`src/rtl/frame_sequencer.sv`:
```
// Frame-run controller: drives the sensor start line and counts output pixels.
// Optional stall watchdog enabled by defining FRAME_SEQ_WATCHDOG_EN.
module frame_sequencer #(
  parameter int PIX_PER_FRAME  = 1024,
  parameter int GAP_CYCLES     = 100,
  parameter int FRAME_CNT_W    = 8,
  parameter int TIMEOUT_CYCLES = 65535
) (
  input  logic                             clk,
  input  logic                             rst_n,
  input  logic                             run,
  input  logic                             abort,
  input  logic [1:0]                       mode,
  input  logic [FRAME_CNT_W-1:0]           num_frames,
  input  logic                             pix_valid,
  output logic                             start,
  output logic                             busy,
  output logic                             frame_done,
  output logic                             seq_done,
  output logic [FRAME_CNT_W-1:0]           frame_idx,
  output logic [$clog2(PIX_PER_FRAME)-1:0] pix_cnt,
  output logic                             timeout
);

  localparam int PW = $clog2(PIX_PER_FRAME);
  localparam int GW = (GAP_CYCLES > 1) ? $clog2(GAP_CYCLES) : 1;
  localparam logic [PW-1:0] PIX_LAST = PW'(PIX_PER_FRAME - 1);
  localparam logic [GW-1:0] GAP_LAST = GW'(GAP_CYCLES - 1);
  localparam logic [PW-1:0] PIX_ONE  = PW'(1);
  localparam logic [GW-1:0] GAP_ONE  = GW'(1);
  localparam logic [FRAME_CNT_W-1:0] IDX_ONE = FRAME_CNT_W'(1);

  typedef enum logic [1:0] {
    IDLE = 2'd0,
    RUN  = 2'd1,
    GAP  = 2'd2
  } state_t;

  state_t                 state_q;
  logic                   start_q;
  logic                   busy_q;
  logic                   fd_q;
  logic                   sd_q;
  logic [FRAME_CNT_W-1:0] frame_idx_q;
  logic [PW-1:0]          pix_cnt_q;
  logic [GW-1:0]          gap_cnt_q;
  logic [1:0]             mode_q;
  logic [FRAME_CNT_W-1:0] nf_q;

  logic [FRAME_CNT_W-1:0] idx_inc;
  logic [FRAME_CNT_W-1:0] nf_eff;
  logic                   last;

`ifdef FRAME_SEQ_WATCHDOG_EN
  localparam int WW = $clog2(TIMEOUT_CYCLES + 1);
  localparam logic [WW-1:0] WD_LAST = WW'(TIMEOUT_CYCLES - 1);
  localparam logic [WW-1:0] WD_ONE  = WW'(1);
  logic [WW-1:0] wd_cnt_q;
  logic          timeout_q;
  assign timeout = timeout_q;
`else
  assign timeout = 1'b0;
`endif

  assign idx_inc = frame_idx_q + IDX_ONE;
  assign nf_eff  = (nf_q == '0) ? IDX_ONE : nf_q;

  // Burst ends on the programmed count; continuous only ends when run drops.
  always_comb begin
    last = !run;
    unique case (mode_q)
      2'd1:    last = last || (idx_inc == nf_eff);
      2'd2:    last = last;
      default: last = 1'b1;
    endcase
  end

  always_ff @(posedge clk) begin
    if (!rst_n) begin
      state_q     <= IDLE;
      start_q     <= 1'b0;
      busy_q      <= 1'b0;
      fd_q        <= 1'b0;
      sd_q        <= 1'b0;
      frame_idx_q <= '0;
      pix_cnt_q   <= '0;
      gap_cnt_q   <= '0;
      mode_q      <= '0;
      nf_q        <= '0;
`ifdef FRAME_SEQ_WATCHDOG_EN
      wd_cnt_q    <= '0;
      timeout_q   <= 1'b0;
`endif
    end else begin
      fd_q <= 1'b0;
      sd_q <= 1'b0;
      if (abort) begin
        state_q   <= IDLE;
        start_q   <= 1'b0;
        busy_q    <= 1'b0;
        pix_cnt_q <= '0;
      end else begin
        unique case (state_q)
          IDLE: begin
            if (run) begin
              state_q     <= RUN;
              start_q     <= 1'b1;
              busy_q      <= 1'b1;
              frame_idx_q <= '0;
              pix_cnt_q   <= '0;
              mode_q      <= mode;
              nf_q        <= num_frames;
`ifdef FRAME_SEQ_WATCHDOG_EN
              wd_cnt_q    <= '0;
              timeout_q   <= 1'b0;
`endif
            end
          end
          RUN: begin
`ifdef FRAME_SEQ_WATCHDOG_EN
            if (!pix_valid && wd_cnt_q == WD_LAST) begin
              timeout_q <= 1'b1;
              state_q   <= IDLE;
              start_q   <= 1'b0;
              busy_q    <= 1'b0;
            end else begin
              wd_cnt_q <= pix_valid ? '0 : wd_cnt_q + WD_ONE;
`endif
              if (pix_valid) begin
                if (pix_cnt_q == PIX_LAST) begin
                  fd_q        <= 1'b1;
                  pix_cnt_q   <= '0;
                  frame_idx_q <= idx_inc;
                  start_q     <= 1'b0;
                  gap_cnt_q   <= '0;
                  if (last) begin
                    sd_q    <= 1'b1;
                    busy_q  <= 1'b0;
                    state_q <= IDLE;
                  end else begin
                    state_q <= GAP;
                  end
                end else begin
                  pix_cnt_q <= pix_cnt_q + PIX_ONE;
                end
              end
`ifdef FRAME_SEQ_WATCHDOG_EN
            end
`endif
          end
          GAP: begin
            if (!run) begin
              sd_q    <= 1'b1;
              busy_q  <= 1'b0;
              state_q <= IDLE;
            end else if (gap_cnt_q == GAP_LAST) begin
              state_q <= RUN;
              start_q <= 1'b1;
`ifdef FRAME_SEQ_WATCHDOG_EN
              wd_cnt_q <= '0;
`endif
            end else begin
              gap_cnt_q <= gap_cnt_q + GAP_ONE;
            end
          end
          default: begin
            state_q <= IDLE;
            start_q <= 1'b0;
            busy_q  <= 1'b0;
          end
        endcase
      end
    end
  end

  assign start      = start_q;
  assign busy       = busy_q;
  assign frame_done = fd_q;
  assign seq_done   = sd_q;
  assign frame_idx  = frame_idx_q;
  assign pix_cnt    = pix_cnt_q;

endmodule
```
`config.mk`:
```
export PLATFORM = sky130hd
export DESIGN_NAME = frame_sequencer
export DESIGN_NICKNAME = d
export VERILOG_FILES = /design/src/rtl/frame_sequencer.sv
export SDC_FILE = /design/constraint.sdc
export NUM_CORES = 1
export LEC_CHECK = 0
export ABC_AREA = 1
export BUFFER_PORTS_ARGS = -buffer_cell sky130_fd_sc_hd__buf_2
export CORE_UTILIZATION = 35
export CTS_CLUSTER_DIAMETER = 40
export DETAILED_ROUTE_END_ITERATION = 8
export PLACE_DENSITY = 0.53
export SYNTH_ARGS = -nofsm -noshare
export SYNTH_HDL_FRONTEND = slang
export SYNTH_SLANG_ARGS = --single-unit
```
`constraint.sdc`:
```
create_clock -name clk -period 4.17 [get_ports clk]
set_input_delay 0.6255 -clock clk [delete_from_list [all_inputs] [get_ports clk]]
set_output_delay 0.6255 -clock clk [all_outputs]
set_load 0.02 [all_outputs]
```
==> reports/results.tsv, run 1 <==
stage	metric	value	unit
run_status	status	completed	
cts	cts_resized	0	
logic_synthesis	synth_top_cell_by_area	dfxtp_1	
cts	root_buffer	clkbuf_8	
cts	cts.clk_slew.worst_paths	80	ps
route	vias_per_cell	4.83	
floorplan	rows	28	
route	drt_iter0_drc	175	
cts	cts_max_path_buffers	2	
logic_synthesis	yosysWarnings	0	
floorplan	die_h	82.1	microns
placed_design	port_buffers	36	
logic_synthesis	syn_nets	345	
floorplan	design.core.area	6060	sq um
worst_setup_path	cp-end-kind	flip-flop	
route	dr_total_vias	2100	
power	power.leakage	1.10	nW
cts	ctsHtreeMaxLevel	2	
cells_and_area	fillCellCount	652	
cts	cts_tree	done	
worst_setup_path	cp.arrival	2540	ps
sta	finalCriticalPeriod	2370	ps
worst_setup_path	cp.required	4340	ps
logic_synthesis	ys_top_cells_by_area	dfxtp_1 (37%), nand2_1 (9.7%), inv_1 (7.4%)	
sta	finalSetupViolations	0	
logic_synthesis	synthMuxAreaShare	0	%
global_route	grt_first_pass_wirelength	8.47	mm
cts	clk_latency	300	ps
worst_setup_path	critPathSlowestCell	ha_1	
cts	post_cts_buffers	0	
logic_synthesis	synth_edf_count	0	
logic_synthesis	synth-simple-area-share	31.8	%
logic_synthesis	synthAdderAreaFrac	5.02	%
placed_design	place_hpwl	3.90	mm
sta	slew_headroom	56.1	%
route	wl_per_cell	11.9	microns
sta	timing.final.max_slew_violations	0	
worst_setup_path	crit_fanout	16	
power	power.density	310	nW/um^2
route	wl	5.16	mm
worst_setup_path	critPathKind	flip-flop to flip-flop	
sta	max_slew.worst_pin.slew	658	ps
placed_design	gp_congestion	0.834	
logic_synthesis	yosysSeqAreaShare	36.6	%
logic_synthesis	synth-seq-cells	41	
logic_synthesis	synth_area	2240	sq um
logic_synthesis	synth_top_area_share	36.6	%
logic_synthesis	async_reset_ff_share	0	%
global_route	grt_overflow	0	
sta	setup-tns-final	0	ps
worst_hold_path	hp-class	flip-flop to flip-flop	
worst_setup_path	start_kind	flip-flop	
cells_and_area	nNetsFinal	383	
cells_and_area	diodes	0	
cts	numCtsBuffers	5	
sta	max_freq	422	MHz
route	drtAntennaViolNets	0	
logic_synthesis	synth_top_family_by_area	simple AND/OR/NAND/NOR gates	
cells_and_area	mostFrequentLayoutCell	nand2_1	
cells_and_area	fin_util	42.5	%
worst_setup_path	max_stage_delay	580	ps
run	maxCapViolCount	0	
global_route	grt_usage	16.7	%
worst_setup_path	worstPathCellList	inv_1 > ha_1 > a21oi_1 > a21oi_2 > nand3_1 > nor3_2 > and3_1 > nor3_1	
logic_synthesis	avgSynthCellArea	6.99	sq um
logic_synthesis	synth_xor_area_share	0.781	%
sta	fin_skew	7.32	ps
floorplan	io_pins	38	
cts	cts_num_sinks	41	
floorplan	dieWidth	82.1	microns
route	drc	0	
cells_and_area	most-common-layout-cells	nand2_1 (58), inv_1 (44), dfxtp_1 (41), buf_2 (36), nor2_1 (33)	
global_route	grt_max_degree	19	
floorplan	initial_utilization	37.0	%
sta	hold_viol_final	0	
logic_synthesis	synth_compound_area_share	16.8	%
sta	rsz0062_at_grt	false	
route	drtPass1Iterations	4	
power	ir_drop	0.000144	V
cells_and_area	area_growth	14.7	%
floorplan	die_area	6730	sq um
cts	holdBufCountCts	0	
logic_synthesis	synth_ff_type	dfxtp_1	
sta	post-route-period-util	56.8	%
global_route	grt_pass1_vias	1831	
cells_and_area	drive_gt1_share	16.4	%
logic_synthesis	synth_cell_type_count	36	
logic_synthesis	syn_inst	321	
global_route	grt_antenna_before_repair	0	
## worst max-delay path, delay by kind of cell, from the launching register on
kind	cells	cell delay [ps]
buf+inv	1	80
simple gates	4	660
compound gates	2	570
flops	1	340
fa+ha+maj	1	580
## state kept, by name, summed over array words and instances, names as in the netlist
| signal | count |
|---|---|
| frame_idx | 8 |
| pix_cnt | 10 |
| gap_cnt_q | 7 |
| frame_done | 1 |
| state_q | 2 |
| busy | 1 |
| nf_q | 8 |
| start | 1 |
| mode_q | 2 |
| seq_done | 1 |
## area by class of cell
class	count	area [sq um]	share of cell area, %
flip-flops and latches	41	821	31.9
clock inverters	2	10.0	0.389
repair buffers	36	180	7.00
multi-input cells	229	1220	47.5
inverters	46	173	6.71
well taps	75	93.8	3.65
clock buffers	6	72.6	2.82
## through the flow
step / cells / total power [W] / instance area, sq um / setup WS [ps] / hold slack [ps]
finish: 435 / 0.000797 / 2570 / 1800 / 479
detailed placement: 427 / 0.000549 / 2490 / 1820 / 470
global route: 435 / 0.000841 / 2570 / 1530 / 509
floorplan: 321 / 0.000515 / 2240 / 2300 / 444
global placement: 427 / 0.000549 / 2490 / 1910 / 465
CTS: 435 / 0.000807 / 2570 / 1820 / 482
## power by group
part           total [W]  switching (W)  internal, W
logic           0.000121      0.0000789    0.0000416
registers       0.000420      0.0000137     0.000406
clock network   0.000257       0.000140     0.000116
total           0.000797       0.000233     0.000564
## cell families after synthesis
kind of cell | Yosys count
XOR/XNOR | 2
flip-flops | 41
AO/OA/AOI/OAI | 66
AND/OR/NAND/NOR | 151
buffers and inverters | 51
adder cells (fa/ha/maj) | 9
other | 1
## routing by layer
metal / GRT usage, % / part of all wire [%] / up-vias
met1: 23.4 / 54 / 916
met3: 3.11 / 3.7 / 7
li1: - / - / 1136
met4: 7.37 / 1.7 / 0
met2: 24.6 / 41 / 41
met5: 0 / 0 / -
## synth_stat cells (2+ instances only)
cell type	count
nand2_1	58
inv_1	44
dfxtp_1	41
nor2_1	33
a21oi_1	30
nand3_1	25
o21ai_0	19
nor3_1	12
ha_1	9
a211oi_1	6
nor3b_1	4
a31oi_1	3
clkbuf_1	3
nor2_2	3
buf_4	2
nand3_2	2
nand3b_1	2
nand4_1	2
nor3b_2	2
nor4_1	2
o21ai_1	2
o21ai_2	2
xnor2_1	2
## final timing paths
path                            depth (start not counted)                 endpoint                    start  slack (ps)
worst max-delay path                                    8  pix_cnt[6]$_SDFFE_PP0P_  state_q[1]$_SDFFE_PP0P_        1800
worst min-delay path                                    2   mode_q[1]$_SDFFE_PN0P_   mode_q[1]$_SDFFE_PN0P_         480
worst max register to register                          8  pix_cnt[6]$_SDFFE_PP0P_  state_q[1]$_SDFFE_PP0P_        1800
worst min register to register                          2   mode_q[1]$_SDFFE_PN0P_   mode_q[1]$_SDFFE_PN0P_         480
No activity file was read; power rests on OpenSTA's default activity.
==> inputs of run 2 (changes only) <==
==> constraint.sdc (replaced) <==
create_clock -name clk -period 2.5 [get_ports clk]
set_input_delay 0.375 -clock clk [delete_from_list [all_inputs] [get_ports clk]]
set_output_delay 0.375 -clock clk [all_outputs]
set_load 0.02 [all_outputs]
==> reports/results.tsv, run 2 (synthesis results as in run 1) <==
stage	metric	value	unit	change
route	drtAntennaViolNets	0		unchanged
cts	ctsHtreeMaxLevel	2		unchanged
worst_hold_path	min_to	nf_q[3]$_SDFFE_PN0P_		
route	drc	0		unchanged
sta	fin_ws	315	ps	-1480 ps
placed_design	gp_congestion	0.871		+4.4%
cts	cts_max_path_buffers	2		unchanged
worst_setup_path	critPathTopFamily	compound AO/OA/AOI/OAI gates		
route	wl	5.28	mm	+2.3%
sta	post-route-period-util	87.4	%	+31 points
sta	hold_viol_final	0		unchanged
worst_setup_path	crit_fanout	7		-9
sta	finalSetupViolations	0		unchanged
global_route	grt_first_pass_wirelength	8.67	mm	+2.3%
sta	rsz0062_at_grt	false		
route	wl_per_cell	12.1	microns	+1.9%
floorplan	design.core.area	6060	sq um	unchanged
route	vias_per_cell	4.86		+0.63%
global_route	grt_overflow	0		unchanged
sta	setup-tns-final	0	ps	unchanged
cts	root_buffer	clkbuf_8		
cts	post_cts_buffers	0		unchanged
worst_hold_path	holdCritStartpoint	num_frames[3]		
worst_setup_path	worstPathCellList	inv_1 > ha_1 > a21oi_1 > a21oi_2 > inv_1 > nor3_1 > nand2_1 > o21bai_1 > a21oi_1		
sta	timing.final.max_slew_violations	0		unchanged
global_route	grt_antenna_before_repair	0		unchanged
worst_hold_path	hold_depth	3		+1
worst_setup_path	cp-end-kind	flip-flop		
cells_and_area	drive_gt1_share	17.1	%	+0.74 points
floorplan	rows	28		unchanged
cts	cts_tree	done		
floorplan	io_pins	38		unchanged
worst_setup_path	worstReg2RegStart	state_q[1]$_SDFFE_PP0P_		
run_status	status	completed		
worst_setup_path	max_stage_delay	350	ps	-230 ps
floorplan	die_h	82.1	microns	unchanged
cts	cts_resized	0		unchanged
cells_and_area	fillCellCount	663		+1.7%
sta	max_freq	458	MHz	+8.5%
floorplan	die_area	6730	sq um	unchanged
power	power.density	585	nW/um^2	+89%
placed_design	dp_slack	344	ps	-1470 ps
sta	finalCriticalPeriod	2190	ps	-185 ps
worst_setup_path	critPathSlowestCell	dfxtp_1		
cells_and_area	area_growth	17.7	%	
run	maxCapViolCount	0		unchanged
power	ir_drop	0.000240	V	+67%
global_route	grt_max_degree	19		unchanged
route	drtPass1Iterations	5		+1
worst_setup_path	worst-r2r-setup-slack	310	ps	-1480 ps
cells_and_area	largest_reg_flops	10		unchanged
global_route	grt_pass1_vias	1866		+1.9%
route	dr_total_vias	2123		+1.1%
worst_setup_path	path_buf_inv	2		+1
global_route	grt_usage	17.0	%	+0.28 points
cts	cts_num_sinks	41		unchanged
cts	cts.clk_slew.worst_paths	90	ps	about the same
route	drt_iter0_drc	117		-33%
worst_setup_path	cp.arrival	2380	ps	-160 ps
cells_and_area	nNetsFinal	385		+0.52%
cells_and_area	most-common-layout-cells	nand2_1 (58), inv_1 (44), dfxtp_1 (41), buf_2 (36), nor2_1 (33)		
sta	fin_skew	7.64	ps	+0.321 ps
worst_setup_path	ff2ff_path_depth	9		+1
worst_setup_path	cp.required	2690	ps	-1650 ps
cells_and_area	diodes	0		unchanged
cts	holdBufCountCts	0		unchanged
worst_setup_path	rr_endpoint	pix_cnt[9]$_SDFFE_PP0P_		
worst_setup_path	critPathKind	flip-flop to flip-flop		
floorplan	dieWidth	82.1	microns	unchanged
placed_design	place_hpwl	4.09	mm	+4.9%
worst_setup_path	start_kind	flip-flop		
power	power.leakage	1.13	nW	+3.0%
worst_hold_path	hp-class	primary input to flip-flop		
cts	clk_latency	300	ps	about the same
placed_design	port_buffers	36		unchanged
cts	numCtsBuffers	5		unchanged
cells_and_area	mostFrequentLayoutCell	nand2_1		
floorplan	initial_utilization	37.0	%	unchanged
-- run 2: changes by cell type in the layout (fill, tap and decap cells not counted), sizes merged --
cell and change:
clkinv -1, bufinv +2, buf +2, clkbuf -1
-- run 2: cell type report --
type	instances	area [sq um]	share of cell area, %
Multi-Input combinational cell	229	1220	46.4
Sequential cell	41	821	31.1
Timing Repair Buffer	38	195	7.39
Inverter	46	173	6.54
Tap cell	75	93.8	3.55
Clock buffer	5	68.8	2.61
Clock inverter	3	65.1	2.46
-- run 2: layer usage --
metal | track usage, % | part of all wire, %
met5 | 0 | 0
met3 | 3.67 | 4.2
met2 | 25.0 | 42
met4 | 6.32 | 1.5
met1 | 23.9 | 52
-- run 2: worst max-delay path by stage --
stage / start / end / slack, ps / cells past startpoint
4_1_cts: state_q[1]$_SDFFE_PP0P_ / pix_cnt[9]$_SDFFE_PP0P_ / 320 / 9
3_5_place_dp: state_q[1]$_SDFFE_PP0P_ / pix_cnt[9]$_SDFFE_PP0P_ / 340 / 9
5_1_grt: state_q[1]$_SDFFE_PP0P_ / pix_cnt[9]$_SDFFE_PP0P_ / 90 / 9
6_report: state_q[1]$_SDFFE_PP0P_ / pix_cnt[9]$_SDFFE_PP0P_ / 310 / 9
3_3_place_gp: state_q[1]$_SDFFE_PP0P_ / pix_cnt[6]$_SDFFE_PP0P_ / 380 / 8
2_1_floorplan: pix_cnt[0]$_SDFFE_PP0P_ / gap_cnt_q[5]$_SDFFE_PN0P_ / 630 / 10
-- run 2: where the power goes --
part	total [W]	internal, W	switching, W
clock	0.000640	0.000397	0.000243
sequential	0.000700	0.000677	0.0000228
combinational	0.000205	0.0000715	0.000134
-- run 2: worst min-delay path, stage by stage --
cell and delay [ps]:
buf_2 70, nor2_1 30, nor2_1 80
-- run 2: metrics by stage --
step	hold slack, ps	instances	instance area (sq um)	total power, W	util, %
3_3_place_gp	460	429	2510	0.000921	41.4
5_1_grt	298	437	2640	0.00163	43.6
3_5_place_dp	455	429	2510	0.000921	41.4
2_1_floorplan	444	321	2240	0.000859	-
6_report	299	437	2640	0.00154	43.6
4_1_cts	292	437	2640	0.00157	43.6
==> inputs of run 3 (changes only) <==
--- a/config.mk
+++ b/config.mk
@@ -5,12 +5,12 @@
 export SDC_FILE = /design/constraint.sdc
 export NUM_CORES = 1
 export LEC_CHECK = 0
-export ABC_AREA = 1
 export BUFFER_PORTS_ARGS = -buffer_cell sky130_fd_sc_hd__buf_2
-export CORE_UTILIZATION = 35
+export CORE_UTILIZATION = 56
 export CTS_CLUSTER_DIAMETER = 40
 export DETAILED_ROUTE_END_ITERATION = 8
-export PLACE_DENSITY = 0.53
+export PLACE_DENSITY = 0.79
+export RECOVER_POWER = 50
 export SYNTH_ARGS = -nofsm -noshare
 export SYNTH_HDL_FRONTEND = slang
 export SYNTH_SLANG_ARGS = --single-unit
==> reports/results.tsv, run 3 <==
stage	metric	value	unit	change
run_status	status	completed		
global_route	grt_antenna_before_repair	0		unchanged
floorplan	rows	22		-21%
sta	hold_viol_final	0		unchanged
power	pwr-share-clk	33.4	%	-8.0 points
cells_and_area	nNetsFinal	331		-14%
logic_synthesis	synth_top_cell_by_area	dfxtp_1		
route	wl_per_cell	13.0	microns	+8.0%
floorplan	die_h	65.1	microns	-21%
sta	timing.final.max_slew_violations	0		unchanged
placed_design	port_buffers	36		unchanged
cts	cts.clk_slew.worst_paths	80	ps	about the same
logic_synthesis	ys_top_cells_by_area	dfxtp_1 (37%), nand2_1 (8.1%), xor2_1 (5.1%)		
cells_and_area	stdcell_area	2500	sq um	-5.3%
placed_design	dpl_cell_area	2440	sq um	-2.4%
global_route	grt_max_degree	22		+3
cells_and_area	largest_reg_flops	10		unchanged
floorplan	design.core.area	3740	sq um	-38%
global_route	grt_usage	25.0	%	+8.0 points
global_route	grt_overflow	0		unchanged
route	drtPass1Iterations	4		-1
route	dr_total_vias	1958		-7.8%
logic_synthesis	syn_inst	271		-16%
global_route	grt_first_pass_wirelength	8.00	mm	-7.6%
worst_setup_path	cp.arrival	2450	ps	+70 ps
route	met1_length	2.17	mm	-22%
logic_synthesis	synth_cell_type_count	46		+28%
logic_synthesis	async_reset_ff_share	0	%	unchanged
power	ir_drop	0.000300	V	+25%
floorplan	io_pins	38		unchanged
cells_and_area	most-common-layout-cells	nand2_1 (48), dfxtp_1 (41), nor2_1 (23), clkbuf_1 (23)		
worst_setup_path	start_kind	flip-flop		
power	power.density	489	nW/um^2	-16%
worst_setup_path	crit_fanout	8		+1
cells_and_area	fin_util	66.8	%	+23 points
sta	finalSetupViolations	0		unchanged
cts	numCtsBuffers	5		unchanged
logic_synthesis	synth_ff_type	dfxtp_1		
cells_and_area	drive_gt1_share	12.0	%	-5.1 points
route	vias_per_cell	5.50		+13%
route	drtAntennaViolNets	0		unchanged
sta	max_freq	444	MHz	-3.0%
power	p_int	0.000914	W	-20%
sta	finalCriticalPeriod	2250	ps	+68.4 ps
sta	slew_headroom	57.4	%	
floorplan	dieWidth	65.1	microns	-21%
route	drt_iter0_drc	104		-11%
worst_hold_path	hp-class	primary input to flip-flop		
sta	max_slew.worst_pin.slew	635	ps	
power	power.leakage	0.922	nW	-19%
logic_synthesis	synth.most_common_cell	nand2_1		
floorplan	die_area	4240	sq um	-37%
worst_setup_path	cp.required	2700	ps	about the same
logic_synthesis	yosysWarnings	0		unchanged
logic_synthesis	synth_area	2230	sq um	-0.67%
run	maxCapViolCount	0		unchanged
route	top_layer	met4		
cells_and_area	mostFrequentLayoutCell	nand2_1		
cells_and_area	multi_input_area	1320	sq um	+8.2%
cells_and_area	area_growth	12.2	%	
logic_synthesis	synth_top_area_share	36.8	%	+0.25 points
global_route	grt_pass1_vias	1808		-3.1%
placed_design	gp_congestion	0.758		-13%
cts	cts_tree	done		
route	met3_wirelength	164	microns	-26%
route	wl_met2	2.22	mm	+0.50%
logic_synthesis	synth-seq-cells	41		unchanged
cells_and_area	fillCellCount	346		-48%
power	p_seq_share	55.4	%	+10 points
cts	clk_latency	290	ps	about the same
sta	fin_skew	5.33	ps	-2.32 ps
logic_synthesis	avgSynthCellArea	8.22	sq um	+18%
cells_and_area	diodes	0		unchanged
worst_setup_path	cp-end-kind	flip-flop		
logic_synthesis	syn_nets	295		-14%
worst_setup_path	critPathKind	flip-flop to flip-flop		
power	p_sw_share	25.2	%	-0.68 points
cts	root_buffer	clkbuf_8		
cts	ctsHtreeMaxLevel	2		unchanged
logic_synthesis	synthTopCellsByCount	nand2_1 (48), dfxtp_1 (41), nor2_1 (23), nand3_1 (14), xor2_1 (13)		
sta	post-route-period-util	90.1	%	+2.7 points
sta	rsz0062_at_grt	false		
floorplan	initial_utilization	59.5	%	+23 points
cts	cts_max_path_buffers	2		unchanged
power	p_sw	0.000308	W	-23%
cts	cts_resized	0		unchanged
cts	cts_num_sinks	41		unchanged
route	wl	4.65	mm	-12%
power	combPwrFrac	11.2	%	-2.1 points
sta	setup-tns-final	0	ps	unchanged
placed_design	place_hpwl	3.48	mm	-15%
logic_synthesis	synth_edf_count	0		unchanged
cts	holdBufCountCts	0		unchanged
route	drc	0		unchanged
cells_and_area	regArea	821	sq um	unchanged
cts	post_cts_buffers	0		unchanged
logic_synthesis	yosysSeqAreaShare	36.8	%	+0.25 points
==> run 3: kinds of logic after synthesis <==
logic type	synth area share, %
simple gates	28.3
buf+inv	3.76
fa+ha+maj	5.05
compound gates	15.4
flops	36.8
other cells	0.168
mux	1.80
xor+xnor	8.65
==> run 3: per-stage QoR <==
step           total power, W  hold slack [ps]  setup WS [ps]  instances
5_1_grt               0.00129              330           39.4        356
3_3_place_gp         0.000826              457            355        348
4_1_cts               0.00124              320            287        356
3_5_place_dp         0.000828              462            287        348
6_report              0.00122              325            246        356
2_1_floorplan        0.000790              443            475        271
==> run 3: path summary, 6_finish.rpt <==
| path | start | endpoint | slack (ps) | cells past startpoint |
|---|---|---|---|---|
| worst max-delay path | frame_idx[0]$_SDFFE_PN0P_ | busy$_SDFFE_PP0P_ | 250 | 6 |
| worst min-delay path | mode[0] | mode_q[0]$_SDFFE_PN0P_ | 330 | 3 |
| worst max register to register | frame_idx[0]$_SDFFE_PN0P_ | busy$_SDFFE_PP0P_ | 250 | 6 |
| worst min register to register | nf_q[0]$_SDFFE_PN0P_ | nf_q[0]$_SDFFE_PN0P_ | 470 | 2 |
==> run 3: layout make-up <==
type | count | area share, %
Multi-Input combinational cell | 210 | 53.0
Clock buffer | 6 | 2.90
Clock inverter | 2 | 0.400
Tap cell | 48 | 2.40
Sequential cell | 41 | 32.8
Timing Repair Buffer | 39 | 7.01
Inverter | 10 | 1.50
==> run 3: worst max-delay path, cell delays in order, from the launching register on <==
cell and delay [ps]:
dfxtp_1 520, ha_1 310, nand3_1 210, o21ba_2 280, a2111oi_4 330, nand4_2 200, o311ai_1 310
==> run 3: metal layers <==
metal / track usage (%) / vias to the layer above
met4: 10.3 / 0
met2: 41.7 / 41
met3: 5.63 / 7
li1: - / 1007
met5: 0 / -
met1: 30.9 / 903
==> run 3: power groups by stage <==
| stage | sequential (W) | combinational [W] | clock [W] |
|---|---|---|---|
| 2_1_floorplan | 0.000693 | 0.0000976 | 0 |
| 3_3_place_gp | 0.000692 | 0.000134 | 0 |
| 3_5_place_dp | 0.000692 | 0.000137 | 0 |
| 4_1_cts | 0.000676 | 0.000137 | 0.000429 |
| 5_1_grt | 0.000678 | 0.000153 | 0.000455 |
| 6_report | 0.000677 | 0.000136 | 0.000408 |
